File: config.mk
export PLATFORM = sky130hd
export DESIGN_NAME = mul_issue_ctrl
export DESIGN_NICKNAME = d
export VERILOG_FILES = /design/src/rtl/mul_issue_ctrl.sv
export SDC_FILE = /design/constraint.sdc
export NUM_CORES = 1
export LEC_CHECK = 0
export CAP_MARGIN = 40
export CORE_MARGIN = 2
export CORE_UTILIZATION = 34
export DETAILED_ROUTE_END_ITERATION = 12
export GPL_TIMING_DRIVEN = 0
export PLACE_DENSITY_LB_ADDON = 0.05
export SLEW_MARGIN = 20
export SYNTH_ARGS = -nofsm -noshare
export SYNTH_HDL_FRONTEND = slang
export SYNTH_SLANG_ARGS = --single-unit
File: constraint.sdc
create_clock -name clk -period 1.45 [get_ports clk]
set_input_delay 0.29 -clock clk [delete_from_list [all_inputs] [get_ports clk]]
set_output_delay 0.29 -clock clk [all_outputs]
set_load 0.03 [all_outputs]
File: src/rtl/mul_issue_ctrl.sv
// rtl/mul_issue_ctrl.sv - EX-stage issue/handshake controller for an external multi-cycle multiplier.
// Optional one-entry result cache enabled by defining MUL_RESULT_CACHE_EN.
module mul_issue_ctrl #(
  parameter int MAX_WAIT = 15
) (
  input  logic        clk,
  input  logic        rst,
  input  logic        ex_valid,
  input  logic        ex_is_m,
  input  logic [2:0]  ex_funct3,
  input  logic [31:0] ex_rs1_data,
  input  logic [31:0] ex_rs2_data,
  input  logic [4:0]  ex_rd_addr,
  input  logic        flush,
  output logic [31:0] mul_rs1,
  output logic [31:0] mul_rs2,
  output logic [2:0]  mul_funct3,
  output logic        is_mul,
  input  logic        mul_done,
  input  logic [31:0] mul_out,
  output logic        stall,
  output logic        wb_valid,
  output logic [4:0]  wb_rd_addr,
  output logic [31:0] wb_data,
  output logic        timeout_err
);

  localparam int WW = (MAX_WAIT < 2) ? 1 : $clog2(MAX_WAIT + 1);

`ifdef MUL_RESULT_CACHE_EN
  typedef enum logic [1:0] {IDLE, BUSY, DONE, HIT} state_t;
`else
  typedef enum logic [1:0] {IDLE, BUSY, DONE} state_t;
`endif

  state_t      state_q, state_d;
  logic [31:0] rs1_q, rs1_d;
  logic [31:0] rs2_q, rs2_d;
  logic [2:0]  funct3_q, funct3_d;
  logic [4:0]  rd_q, rd_d;
  logic [31:0] wb_data_q, wb_data_d;
  logic [WW-1:0] wait_q, wait_d;
  logic        timeout_q, timeout_d;
  logic        accept;
  logic        hit;

`ifdef MUL_RESULT_CACHE_EN
  logic        cache_v_q, cache_v_d;
  logic [2:0]  cache_f3_q, cache_f3_d;
  logic [31:0] cache_rs1_q, cache_rs1_d;
  logic [31:0] cache_rs2_q, cache_rs2_d;
  logic [31:0] cache_res_q, cache_res_d;

  assign hit = cache_v_q && (cache_f3_q == ex_funct3) &&
               (cache_rs1_q == ex_rs1_data) && (cache_rs2_q == ex_rs2_data);
`else
  assign hit = 1'b0;
`endif

  assign accept = ex_valid & ex_is_m & ~ex_funct3[2] & ~flush;

  always_comb begin
    state_d   = state_q;
    rs1_d     = rs1_q;
    rs2_d     = rs2_q;
    funct3_d  = funct3_q;
    rd_d      = rd_q;
    wb_data_d = wb_data_q;
    wait_d    = wait_q;
    timeout_d = timeout_q;
    stall     = 1'b0;
    is_mul    = 1'b0;
    wb_valid  = 1'b0;
`ifdef MUL_RESULT_CACHE_EN
    cache_v_d   = cache_v_q;
    cache_f3_d  = cache_f3_q;
    cache_rs1_d = cache_rs1_q;
    cache_rs2_d = cache_rs2_q;
    cache_res_d = cache_res_q;
`endif
    case (state_q)
      IDLE: begin
        if (accept) begin
          stall = 1'b1;
          rd_d  = ex_rd_addr;
          if (hit) begin
`ifdef MUL_RESULT_CACHE_EN
            wb_data_d = cache_res_q;
            state_d   = HIT;
`endif
          end else begin
            rs1_d    = ex_rs1_data;
            rs2_d    = ex_rs2_data;
            funct3_d = ex_funct3;
            wait_d   = '0;
            state_d  = BUSY;
          end
        end
      end
      BUSY: begin
        stall  = 1'b1;
        is_mul = 1'b1;
        // flush beats mul_done, which beats the timeout
        if (flush) begin
          state_d = IDLE;
        end else if (mul_done) begin
          wb_data_d = mul_out;
          state_d   = DONE;
        end else if (wait_q == WW'(MAX_WAIT - 1)) begin
          timeout_d = 1'b1;
          state_d   = IDLE;
        end else begin
          wait_d = wait_q + 1'b1;
        end
      end
      DONE: begin
        wb_valid = ~flush;
        state_d  = IDLE;
`ifdef MUL_RESULT_CACHE_EN
        if (!flush) begin
          cache_v_d   = 1'b1;
          cache_f3_d  = funct3_q;
          cache_rs1_d = rs1_q;
          cache_rs2_d = rs2_q;
          cache_res_d = wb_data_q;
        end
`endif
      end
`ifdef MUL_RESULT_CACHE_EN
      HIT: begin
        wb_valid = ~flush;
        state_d  = IDLE;
      end
`endif
      default: state_d = IDLE;
    endcase
    // handshake outputs stay quiet while reset is asserted
    if (rst) begin
      stall    = 1'b0;
      is_mul   = 1'b0;
      wb_valid = 1'b0;
    end
  end

  always_ff @(posedge clk) begin
    if (rst) begin
      state_q   <= IDLE;
      rs1_q     <= '0;
      rs2_q     <= '0;
      funct3_q  <= '0;
      rd_q      <= '0;
      wb_data_q <= '0;
      wait_q    <= '0;
      timeout_q <= 1'b0;
    end else begin
      state_q   <= state_d;
      rs1_q     <= rs1_d;
      rs2_q     <= rs2_d;
      funct3_q  <= funct3_d;
      rd_q      <= rd_d;
      wb_data_q <= wb_data_d;
      wait_q    <= wait_d;
      timeout_q <= timeout_d;
    end
  end

`ifdef MUL_RESULT_CACHE_EN
  always_ff @(posedge clk) begin
    if (rst) begin
      cache_v_q   <= 1'b0;
      cache_f3_q  <= '0;
      cache_rs1_q <= '0;
      cache_rs2_q <= '0;
      cache_res_q <= '0;
    end else begin
      cache_v_q   <= cache_v_d;
      cache_f3_q  <= cache_f3_d;
      cache_rs1_q <= cache_rs1_d;
      cache_rs2_q <= cache_rs2_d;
      cache_res_q <= cache_res_d;
    end
  end
`endif

  assign mul_rs1     = rs1_q;
  assign mul_rs2     = rs2_q;
  assign mul_funct3  = funct3_q;
  assign wb_rd_addr  = rd_q;
  assign wb_data     = wb_data_q;
  assign timeout_err = timeout_q;

endmodule

# Yosys cells after proc, flatten, opt, wreduce, memory -nomap -nowiden
# Cells that the tools add are included.
[op_classes] addsub=1 eq_ne=8 n_mux=17 bitwise=6 reduce_logical=7
[ops] op="two-way mux 4 bit" count=4
[ops] op="two-way mux 2 bit" count=4
[ops] op="!= test 2 bit (second input constant)" count=4
[ops] op="one-hot mux 4 bit (2 select lines)" count=1
[ops] op="two-way mux 1 bit" count=6
[ops] op="AND reduction 5 bit" count=1
[ops] op="adder 4 x 1 -> 4 bit (second input constant)" count=1
[ops] op="equality test 4 bit (second input constant)" count=1
[ops] op="!= test 4 bit (second input constant)" count=1
[ops] op="one-hot mux 2 bit (2 select lines)" count=1
[ops] op="AND reduction 2 bit" count=2
[ops] op="AND reduction 4 bit" count=1
[ops] op="bitwise AND 1 bit" count=3
[ops] op="inverter 1 bit" count=3
[ops] op="AND reduction 3 bit" count=1
[ops] op="equality test 2 x 1 -> 1 bit (second input constant)" count=1
[ops] op="equality test 2 bit (second input constant)" count=1
[ops] op="logical NOT 2 bit" count=1
[ops] op="one-hot mux 1 bit (2 select lines)" count=1
[ops] op="nonzero test 2 bit" count=1
[totals] register_bits=111 input_bits=110 out_inout_bits=108 wordCells=47

# Depth between registers and ports, before layout
# Gate-level depths: netlist of run 1.
[depth] ltp_word=6 mapped_depth=6 depth_no_buf=5

# Worst setup path after synthesis of run 1
# No wires, ideal clock.
[synth_path] kind="input to output" from="in ex_funct3[2]" to="out stall" arrival_ps=1607 required_time_ps=1160 path_slack_ps=-447 cell_stages=5 n_path_buf=2 cell_sequence="nor4bb_1 > buf_2 > buf_2 > nor2_1 > nor3_1"
[synth_via] elab_chain_cells=6
[synth_rtl] element="from (decl)" line="10" rtl="input logic [2:0] ex_funct3,"
[synth_rtl] element="inverter 1 bit" line="60" rtl="assign accept = ex_valid & ex_is_m & ~ex_funct3[2] & ~flush;"
[synth_rtl] element="bitwise AND 1 bit (2 in a row)" line="60"
[synth_rtl] element="two-way mux 1 bit" line="83" rtl="if (accept) begin"
[synth_rtl] element="one-hot mux 1 bit (2 select lines)" line="81" rtl="case (state_q)"
[synth_rtl] element="two-way mux 1 bit" line="138" rtl="if (rst) begin"
[synth_rtl] element="to (decl)" line="21" rtl="output logic stall,"
# No other way between the ends.

# Final worst setup path of run 1
[layout_path] from="in flush" to="out stall"
[layout_via] elab_chain_cells=5
[layout_rtl] element="from (decl)" line="14" rtl="input logic flush,"
[layout_rtl] element="inverter 1 bit (no line)"
[layout_rtl] element="bitwise AND 1 bit" line="60"
[layout_rtl] element="two-way mux 1 bit" line="83"
[layout_rtl] element="one-hot mux 1 bit (2 select lines)" line="81"
[layout_rtl] element="two-way mux 1 bit" line="138"
# No other way between the ends.

==> results of run 1 <==
==> area by class of cell <==
| cell class | count | area, um^2 | area share (%) |
|---|---|---|---|
| clock buffers | 10 | 239.0 | 3.397 |
| multi-input cells | 346 | 1856 | 26.37 |
| inverters | 2 | 7.507 | 0.1067 |
| plain buffers | 51 | 309.0 | 4.393 |
| flip-flops and latches | 111 | 2223 | 31.60 |
| well taps | 168 | 210.2 | 2.988 |
| repair buffers | 224 | 2100 | 29.84 |
| clock inverters | 6 | 91.34 | 1.298 |
==> worst paths after layout <==
| check | startpoint | end | slack [ps] | cells past startpoint |
|---|---|---|---|---|
| worst min-delay path | flush | state_q[1] | 270 | 2 |
| worst min register to register | wb_data[4] | wb_data[4] | 450 | 2 |
| worst max-delay path | flush | stall | -70 | 7 |
| worst max register to register | state_q[1] | wait_q[1] | -20 | 4 |
==> state kept, by name (all words and copies together) (netlist names) <==
register	flops
timeout_err	1
state_q	2
wait_q	4
mul_rs1	32
mul_rs2	32
wb_rd_addr	5
mul_funct3	3
wb_data	32
==> worst max-delay path: stages <==
cell,delay [ps]
buf_12,120
nor4bb_4,260
buf_4,160
buf_6,90
nor2_2,30
nor3_2,100
buf_4,180
==> kinds of logic after synthesis <==
group           count (synthesis)  share of synthesized area (%)
buf+inv                        55                          6.252
fa+ha+maj                       2                         0.5869
mux                             1                         0.2348
flops                         111                          52.13
simple gates                  163                          19.05
compound gates                180                          21.75
==> report_power, final <==
part | internal (mW) | switching [mW]
logic | 0.379 | 0.327
registers | 3.09 | 0.0208
clock network | 1.58 | 1.15
total | 5.05 | 1.50
==> per-layer routing <==
layer / part of all wire [%] / global-route usage [%]
met1: 43 / 25.59
met2: 46 / 32.59
met3: 8.2 / 6.172
met4: 2.8 / 8.889
met5: 0 / 0
==> placed cells by master, fill, tap and decap left out, drive strengths merged, types with 2 or more instances in the layout <==
master / netlist / layout
o21ai: 71 / 71
nand4bb: 2 / 2
nand3: 72 / 72
bufinv: 0 / 2
inv: 2 / 4
nand3b: 2 / 2
nand2: 65 / 65
nor2: 3 / 3
and3: 2 / 2
a21oi: 105 / 105
ha: 2 / 2
nor4bb: 2 / 2
nand2b: 4 / 4
clkdlybuf4s50: 0 / 103
clkinv: 0 / 2
clkbuf: 35 / 39
clkdlybuf4s15: 0 / 3
dfxtp: 111 / 111
nor4b: 2 / 2
buf: 18 / 36
dlygate4sd2: 0 / 104
==> per-stage QoR <==
stage / instance area, um^2 / worst slack, ps
2_1_floorplan: 4274 / -194.2
3_3_place_gp: 6656 / -1495
3_5_place_dp: 6656 / -1526
4_1_cts: 6963 / -158.2
5_1_grt: 7036 / -138.6
6_report: 7036 / -69.25
==> repair_timing <==
action,CTS,global route
setup endpoints to repair,218,91
hold buffers,0,0
setup buffers,3,3
gates resized for setup,177,59
gates cloned,1,0
pin swaps,3,6
==> flow_summary.yaml, run 1 <==
synth:
  ys_dominant_reg_cell: "dfxtp_1"
  ys_top_cells_by_area: "dfxtp_1 (52%), a21oi_1 (12%), nand3_1 (8.5%)"
  synth_area_leader_cell: "dfxtp_1"
  synthTopCellsByCount: "dfxtp_1 (111), a21oi_1 (105), nand3_1 (72)"
  synth_cell_types: 35
  syn_nets: 624
  netlist_area_mm2: 0.004263
  synthCells: 512
  yosysWarnings: 0
  async_reset_ff_share_pct: 0
  post_synth.cell_area_avg_um2: 8.326
  synth_top_cell_area_share_pct: 52.13
  synth_most_common_cell: "dfxtp_1"
  synth-edff-count: 0
  ys_seq_elements: 111
  ys_seq_area_share_pct: 52.13
route:
  first_pass_iters: 4
  drcViolationCount: 0
  drt_iter0_markers: 312
  postRouteAntennaNets: 0
  vias_per_cell: 4.938
  routed_wl_mm: 14.01
  vias: 4533
  wire_per_inst_um: 15.26
cells_and_area:
  drive_above_1_share_pct: 11.33
  nFillCells: 1138
  antenna-diode-count: 0
  final_util_pct: 58.09
  syn2layout_area_growth_pct: 65.04
  finalNonFillerCells: 918
  nets: 857
floorplan:
  num_rows: 40
  core_region_area_mm2: 0.01211
  io_pins: 218
  die_w_um: 116.0
  die-area_mm2: 0.01345
  initial_core_util_pct: 35.20
  die_height_um: 116.0
critical_path:
  crit_type: "input port to output pin"
  required_ps: 1160
  cp-end-kind: "output pin"
  start_kind: "input port"
  crit_path_max_fanout: 8
  cp.arrival_ps: 1230
pwr:
  peakVddDrop_v: 0.0004910
  p_per_area_mw_per_mm2: 929.9
  power.leakage_nw: 2.946
  finalPower_mw: 6.542
clock_tree:
  clk_path_buf_depth: 2
  cts_tree: "built"
  cts_sinks: 111
  numCtsBuffers: 9
  h-tree-depth: 3
  path_clk_slew_ps: 70
  clk_latency_ps: 350
  root_buffer: "clkbuf_16"
timing:
  skew_ps: 6.896
  slew_viol_final: 0
  fin_crit_ps: 1519
  tightest_slew_ps: 507.8
  grt_setup_unrepaired: "true"
  setup_viol: 4
  post-route-period-util_pct: 104.8
  setup_tns_ps: -194.0
  layout_setup_ws_ps: -69.25
  fmax_mhz: 658.2
  holdWs_ps: 272.1
  slew_headroom_pct: 66.15
  hold_viol: 0
place:
  gp_congestion: 0.7860
  placed_cells_incl_taps: 897
  hpwlAfterDp_mm: 10.09
  port_buffers: 217
run_status:
  violations: "setup timing"
  outcome: "complete, but fails checks"
job:
  cap_viol_max_count: 0
grt:
  grt_pass1_wl_mm: 21.66
  overflow: 0
  antenna_found_initial: 0
  grt_pass1_vias: 4365
  grt_max_degree: 19
  grt_usage_pct: 20.41
min_path:
  hold_class: "input port to flop"
Power figures use the tool's default switching activity.
==> run 2, diff against run 1 <==
--- a/config.mk
+++ b/config.mk
@@ -5,6 +5,7 @@
 export SDC_FILE = /design/constraint.sdc
 export NUM_CORES = 1
 export LEC_CHECK = 0
+export ABC_AREA = 1
 export CAP_MARGIN = 40
 export CORE_MARGIN = 2
 export CORE_UTILIZATION = 34
==> flow_summary.yaml, run 2 <==
cells_and_area:
  multiInputGateArea_mm2: 0.001381
  antenna-diode-count: 0
  final_common_cell: "dfxtp_1"
  syn2layout_area_growth_pct: 64.25
  nFillCells: 1121
  mostFrequentLayoutCells: "dfxtp_1 (108), dlygate4sd2_1 (107), clkdlybuf4s50_1 (105)"
  drive_above_1_share_pct: 8.456
  regArea_mm2: 0.002231
  nets: 853
grt:
  grt_usage_pct: 18.34
  grt_max_degree: 17
  grt_pass1_vias: 4019
  overflow: 0
  antenna_found_initial: 0
  grt_pass1_wl_mm: 18.99
synth:
  yosysWarnings: 0
  post_synth.cell_area_avg_um2: 7.972
  synthTopCellsByCount: "dfxtp_1 (111), nor2_1 (82), inv_1 (77)"
  synth-compound-area-share_pct: 21.74
  synth_area_leader_cell: "dfxtp_1"
  synth_most_common_cell: "dfxtp_1"
  synth_cell_types: 23
  syn_nets: 623
  ys_dominant_reg_cell: "dfxtp_1"
  synth-simple-area-share_pct: 10.57
  synth_top_cell_area_share_pct: 54.55
  synth-adder-area-share_pct: 0.6143
  ys_seq_elements: 111
  netlist_area_mm2: 0.004074
  synth_xor_area_share_pct: 0
  async_reset_ff_share_pct: 0
  ys_seq_area_share_pct: 54.55
  synth-edff-count: 0
  muxShareOfSynthArea_pct: 0
  ys_top_cells_by_area: "dfxtp_1 (55%), a21oi_1 (9.1%), nor2_1 (7.6%)"
  synth_top_family_by_area: "compound AO/OA/AOI/OAI gates"
  synthCells: 511
pwr:
  power.leakage_nw: 2.974
  finalPower_mw: 6.715
  p_per_area_mw_per_mm2: 1004
  peakVddDrop_v: 0.0005253
critical_path:
  crit_path_max_fanout: 2
  crit_path_max_incr_delay_ps: 410
  cp.arrival_ps: 1400
  crit-reg2reg-capture: "wb_rd_addr[0]"
  start_kind: "input port"
  crit_path_cell_trace: "clkdlybuf4s50_1, nor2_2, nand3_2, buf_6, buf_8, a21oi_4, buf_6"
  r2r_setup_slack_ps: 80
  crit_family: "buffers and inverters"
  worstReg2RegStart: "state_q[1]"
  rr_worst_depth: 7
  required_ps: 1160
  crit_type: "input port to output pin"
  crit_buf_inv: 4
  cp_common_cell: "buf_6"
  cp-end-kind: "output pin"
  slowest_stage: "clkdlybuf4s50_1"
timing:
  setup_viol: 2
  skew_ps: 7.313
  setup_tns_ps: -260.5
  fin_crit_ps: 1687
  grt_setup_unrepaired: "true"
  hold_viol: 0
  tightest_slew_ps: 396.0
  fmax_mhz: 592.7
  slew_headroom_pct: 73.60
  post-route-period-util_pct: 116.4
  slew_viol_final: 0
  layout_setup_ws_ps: -237.3
clock_tree:
  clk_path_buf_depth: 2
  root_buffer: "clkbuf_16"
  h-tree-depth: 3
  cts_sinks: 111
  clk_latency_ps: 340
  path_clk_slew_ps: 70
  postCtsHoldBufs: 0
  numCtsBuffers: 9
  cts_tree: "built"
floorplan:
  num_rows: 39
  io_pins: 218
  initial_core_util_pct: 35.23
  die_w_um: 113.5
  die-area_mm2: 0.01287
  die_height_um: 113.5
  core_region_area_mm2: 0.01156
route:
  routed_wl_mm: 11.76
  vias: 4056
  first_pass_iters: 4
  drcViolationCount: 0
  vias_per_cell: 4.568
  wire_per_inst_um: 13.25
  postRouteAntennaNets: 0
  drt_iter0_markers: 115
min_path:
  hold_end: "state_q[1]"
  min_delay_path_depth: 2
  hold_class: "input port to flop"
  min-delay-start: "rst"
place:
  hpwlAfterDp_mm: 8.813
  gp_congestion: 0.7575
  port_buffers: 216
run_status:
  outcome: "complete, but fails checks"
  violations: "setup timing"
job:
  cap_viol_max_count: 0
run 2: final cells by class:
| type | count | area share, % |
|---|---|---|
| buffer | 34 | 3.235 |
| clock buffer | 12 | 3.983 |
| inverter | 81 | 4.562 |
| clock inverter | 3 | 0.9723 |
| tap | 143 | 2.674 |
| sequential | 111 | 33.34 |
| timing repair buffer | 219 | 30.59 |
| multi-input combinational | 285 | 20.64 |
run 2: worst max-delay path by stage:
stage | slack, ps | start | end | depth (start not counted)
after global placement | -1120 | flush | stall | 7
final | -240 | ex_funct3[2] | stall | 7
after CTS | -270 | state_q[0] | stall | 6
after floorplan | 70 | state_q[0] | stall | 5
after global routing | -290 | state_q[1] | stall | 6
after detailed placement | -1100 | flush | stall | 7
run 2: metal layers:
layer	wire, um	vias to the layer above	track usage [%]
met1	4923	1800	21.26
li1	-	2085	-
met2	5513	147	30.26
met3	1002	24	6.111
met5	0	-	0
met4	322	0	9.431
run 2: report_power, final:
group	leakage, nW	total (mW)	internal, mW	switching [mW]
sequential	0.902	3.17	3.13	0.0403
combinational	1.91	0.841	0.428	0.413
clock	0.165	2.71	1.64	1.06
run 2: timing repair:
item,in CTS,in global routing
resized for setup,137,10
pin swaps,6,4
endpoints found under the setup margin,108,23
buffers inserted,3,0
run 2: kinds of logic after synthesis:
group | Yosys count
buffers and inverters | 115
and+or+nand+nor | 106
AOI/OAI and AO/OA | 177
adders and majority gates | 2
DFF | 111
run 2: stage by stage:
stage          worst slack (ps)  cell area, um^2  util, %  instances  hold WS [ps]
2_1_floorplan             74.25             4091        -        511         438.0
3_3_place_gp              -1115             6432    55.62        870         430.8
3_5_place_dp              -1105             6432    55.62        870         437.0
4_1_cts                  -273.7             6673    57.70        888         139.8
5_1_grt                  -290.0             6691    57.86        888         150.6
6_report                 -237.3             6691    57.86        888         158.2
==> run 3, diff against run 2 <==
--- a/config.mk
+++ b/config.mk
@@ -11,7 +11,7 @@
 export CORE_UTILIZATION = 34
 export DETAILED_ROUTE_END_ITERATION = 12
 export GPL_TIMING_DRIVEN = 0
-export PLACE_DENSITY_LB_ADDON = 0.05
+export PLACE_DENSITY_LB_ADDON = 0.3
 export SLEW_MARGIN = 20
 export SYNTH_ARGS = -nofsm -noshare
 export SYNTH_HDL_FRONTEND = slang
==> flow_summary.yaml, run 3 (synthesis gave the netlist of run 2 again) <==
timing:
  slew_headroom_pct: 70.45
  hold_viol: 0
  holdWs_ps: 170.9
  slew_viol_final: 0
  fin_crit_ps: 1692
  grt_setup_unrepaired: "true"
  layout_setup_ws_ps: -241.5
  post-route-period-util_pct: 116.7
  tightest_slew_ps: 443.2
  setup_viol: 2
  fmax_mhz: 591.2
  skew_ps: 6.375
run_status:
  outcome: "complete, but fails checks"
  violations: "setup timing"
pwr:
  internal-power_mw: 4.951
  p_comb_share_pct: 13.3
  p_seq_share_pct: 48.5
  peakVddDrop_v: 0.0005227
  pwr-share-clk_pct: 38.1
  p_switching_mw: 1.574
  switching_share_pct: 24.12
  p_per_area_mw_per_mm2: 964.8
  power.leakage_nw: 2.989
grt:
  grt_pass1_vias: 4154
  overflow: 0
  antenna_found_initial: 0
  grt_usage_pct: 18.60
  grt_pass1_wl_mm: 19.13
  grt_max_degree: 18
floorplan:
  io_pins: 218
  initial_core_util_pct: 35.23
  num_rows: 39
  die_height_um: 113.5
  core_region_area_mm2: 0.01156
  die_w_um: 113.5
  die-area_mm2: 0.01287
critical_path:
  crit_type: "flop to output pin"
  cp.arrival_ps: 1400
  crit_path_max_fanout: 3
  start_kind: "flop"
  cp-end-kind: "output pin"
  required_ps: 1160
route:
  drcViolationCount: 0
  drt_iter0_markers: 117
  vias_per_cell: 4.573
  routed_wl_mm: 12.08
  vias: 4079
  first_pass_iters: 4
  postRouteAntennaNets: 0
  wire_per_inst_um: 13.54
cells_and_area:
  regArea_mm2: 0.002231
  nFillCells: 1054
  multiInputGateArea_mm2: 0.001420
  final_common_cell: "dfxtp_1"
  mostFrequentLayoutCells: "dfxtp_1 (108), dlygate4sd2_1 (106), clkdlybuf4s50_1 (105)"
  fin_area_mm2: 0.006763
  antenna-diode-count: 0
  drive_above_1_share_pct: 10.01
  syn2layout_area_growth_pct: 66.00
  nets: 856
clock_tree:
  clk_path_buf_depth: 2
  cts_tree: "built"
  postCtsHoldBufs: 0
  h-tree-depth: 3
  numCtsBuffers: 9
  clk_latency_ps: 340
  path_clk_slew_ps: 70
  root_buffer: "clkbuf_16"
  cts_sinks: 111
place:
  gp_congestion: 0.8329
  hpwlAfterDp_mm: 9.271
  place_area_mm2: 0.006432
  port_buffers: 216
min_path:
  hold_class: "input port to flop"
job:
  cap_viol_max_count: 0
==> run 3: cell types whose count changed in the layout (fill, tap and decap cells not counted), moves of 2 or more <==
| cell | previous run | this run |
|---|---|---|
| clkinvlp_4 | 0 | 3 |
| o21ai_1 | 53 | 66 |
| a21oi_1 | 73 | 70 |
| clkbuf_4 | 0 | 2 |
| a21oi_2 | 0 | 3 |
| o21ai_2 | 0 | 4 |
| buf_2 | 11 | 7 |
| o21ai_0 | 50 | 33 |
| buf_6 | 7 | 13 |
| clkbuf_8 | 3 | 1 |
==> run 3: worst paths after layout <==
path	startpoint	end	slack, ps	cells after the start
worst max-delay path	state_q[1]	stall	-240	6
worst min register to register	mul_rs2[12]	mul_rs2[12]	440	2
worst max register to register	state_q[1]	mul_rs1[26]	80	7
worst min-delay path	rst	timeout_err	170	2
==> run 3: power by group through the flow <==
stage	combinational [mW]	sequential, mW	clock, mW
after floorplan	0.224	3.40	0
after detailed placement	0.900	3.24	0
after CTS	0.855	3.17	2.55
after global routing	0.940	3.18	2.65
after global placement	0.886	3.24	0
final	0.869	3.17	2.49
==> run 3: cell type report <==
type                       instances  area share [%]
buffer                            34           3.663
clock buffer                      11           3.589
clock inverter                     5          0.8511
inverter                          81           4.533
multi-input combinational        285           21.00
sequential                       111           32.99
tap                              143           2.646
timing repair buffer             222           30.73
==> run 3: timing repair <==
| item | CTS | global route |
|---|---|---|
| endpoints found under the setup margin | 108 | 79 |
| buffers inserted | 4 | 2 |
| endpoints found under the hold margin | 0 | 0 |
| pin swaps | 6 | 6 |
| gates resized for setup | 137 | 59 |
==> run 3: layer usage <==
layer	global-route usage, %	vias up	routed length [um]	share of wire, %
met5	0	-	0	0
met4	7.398	0	224	1.9
met3	7.120	18	1129	9.3
met2	31.98	150	5782	48
met1	20.82	1822	4942	41
li1	-	2089	-	-
==> run 3: critical path, stage by stage (launching register included) <==
cell	delay, ps
dfxtp_4	360
nor2_4	100
nand3_2	90
buf_6	130
buf_8	110
a21oi_4	110
buf_6	150
==> run 3: metrics by stage <==
step	power (mW)	utilization, %	worst slack (ps)	instances	setup TNS [ps]
2_1_floorplan	3.621	-	74.25	511	0
3_3_place_gp	4.127	55.62	-1159	870	-26060
3_5_place_dp	4.144	55.62	-1157	870	-28390
4_1_cts	6.570	57.49	-298.6	890	-395.2
5_1_grt	6.769	58.48	-312.9	892	-426.8
6_report	6.525	58.48	-241.5	892	-297.2
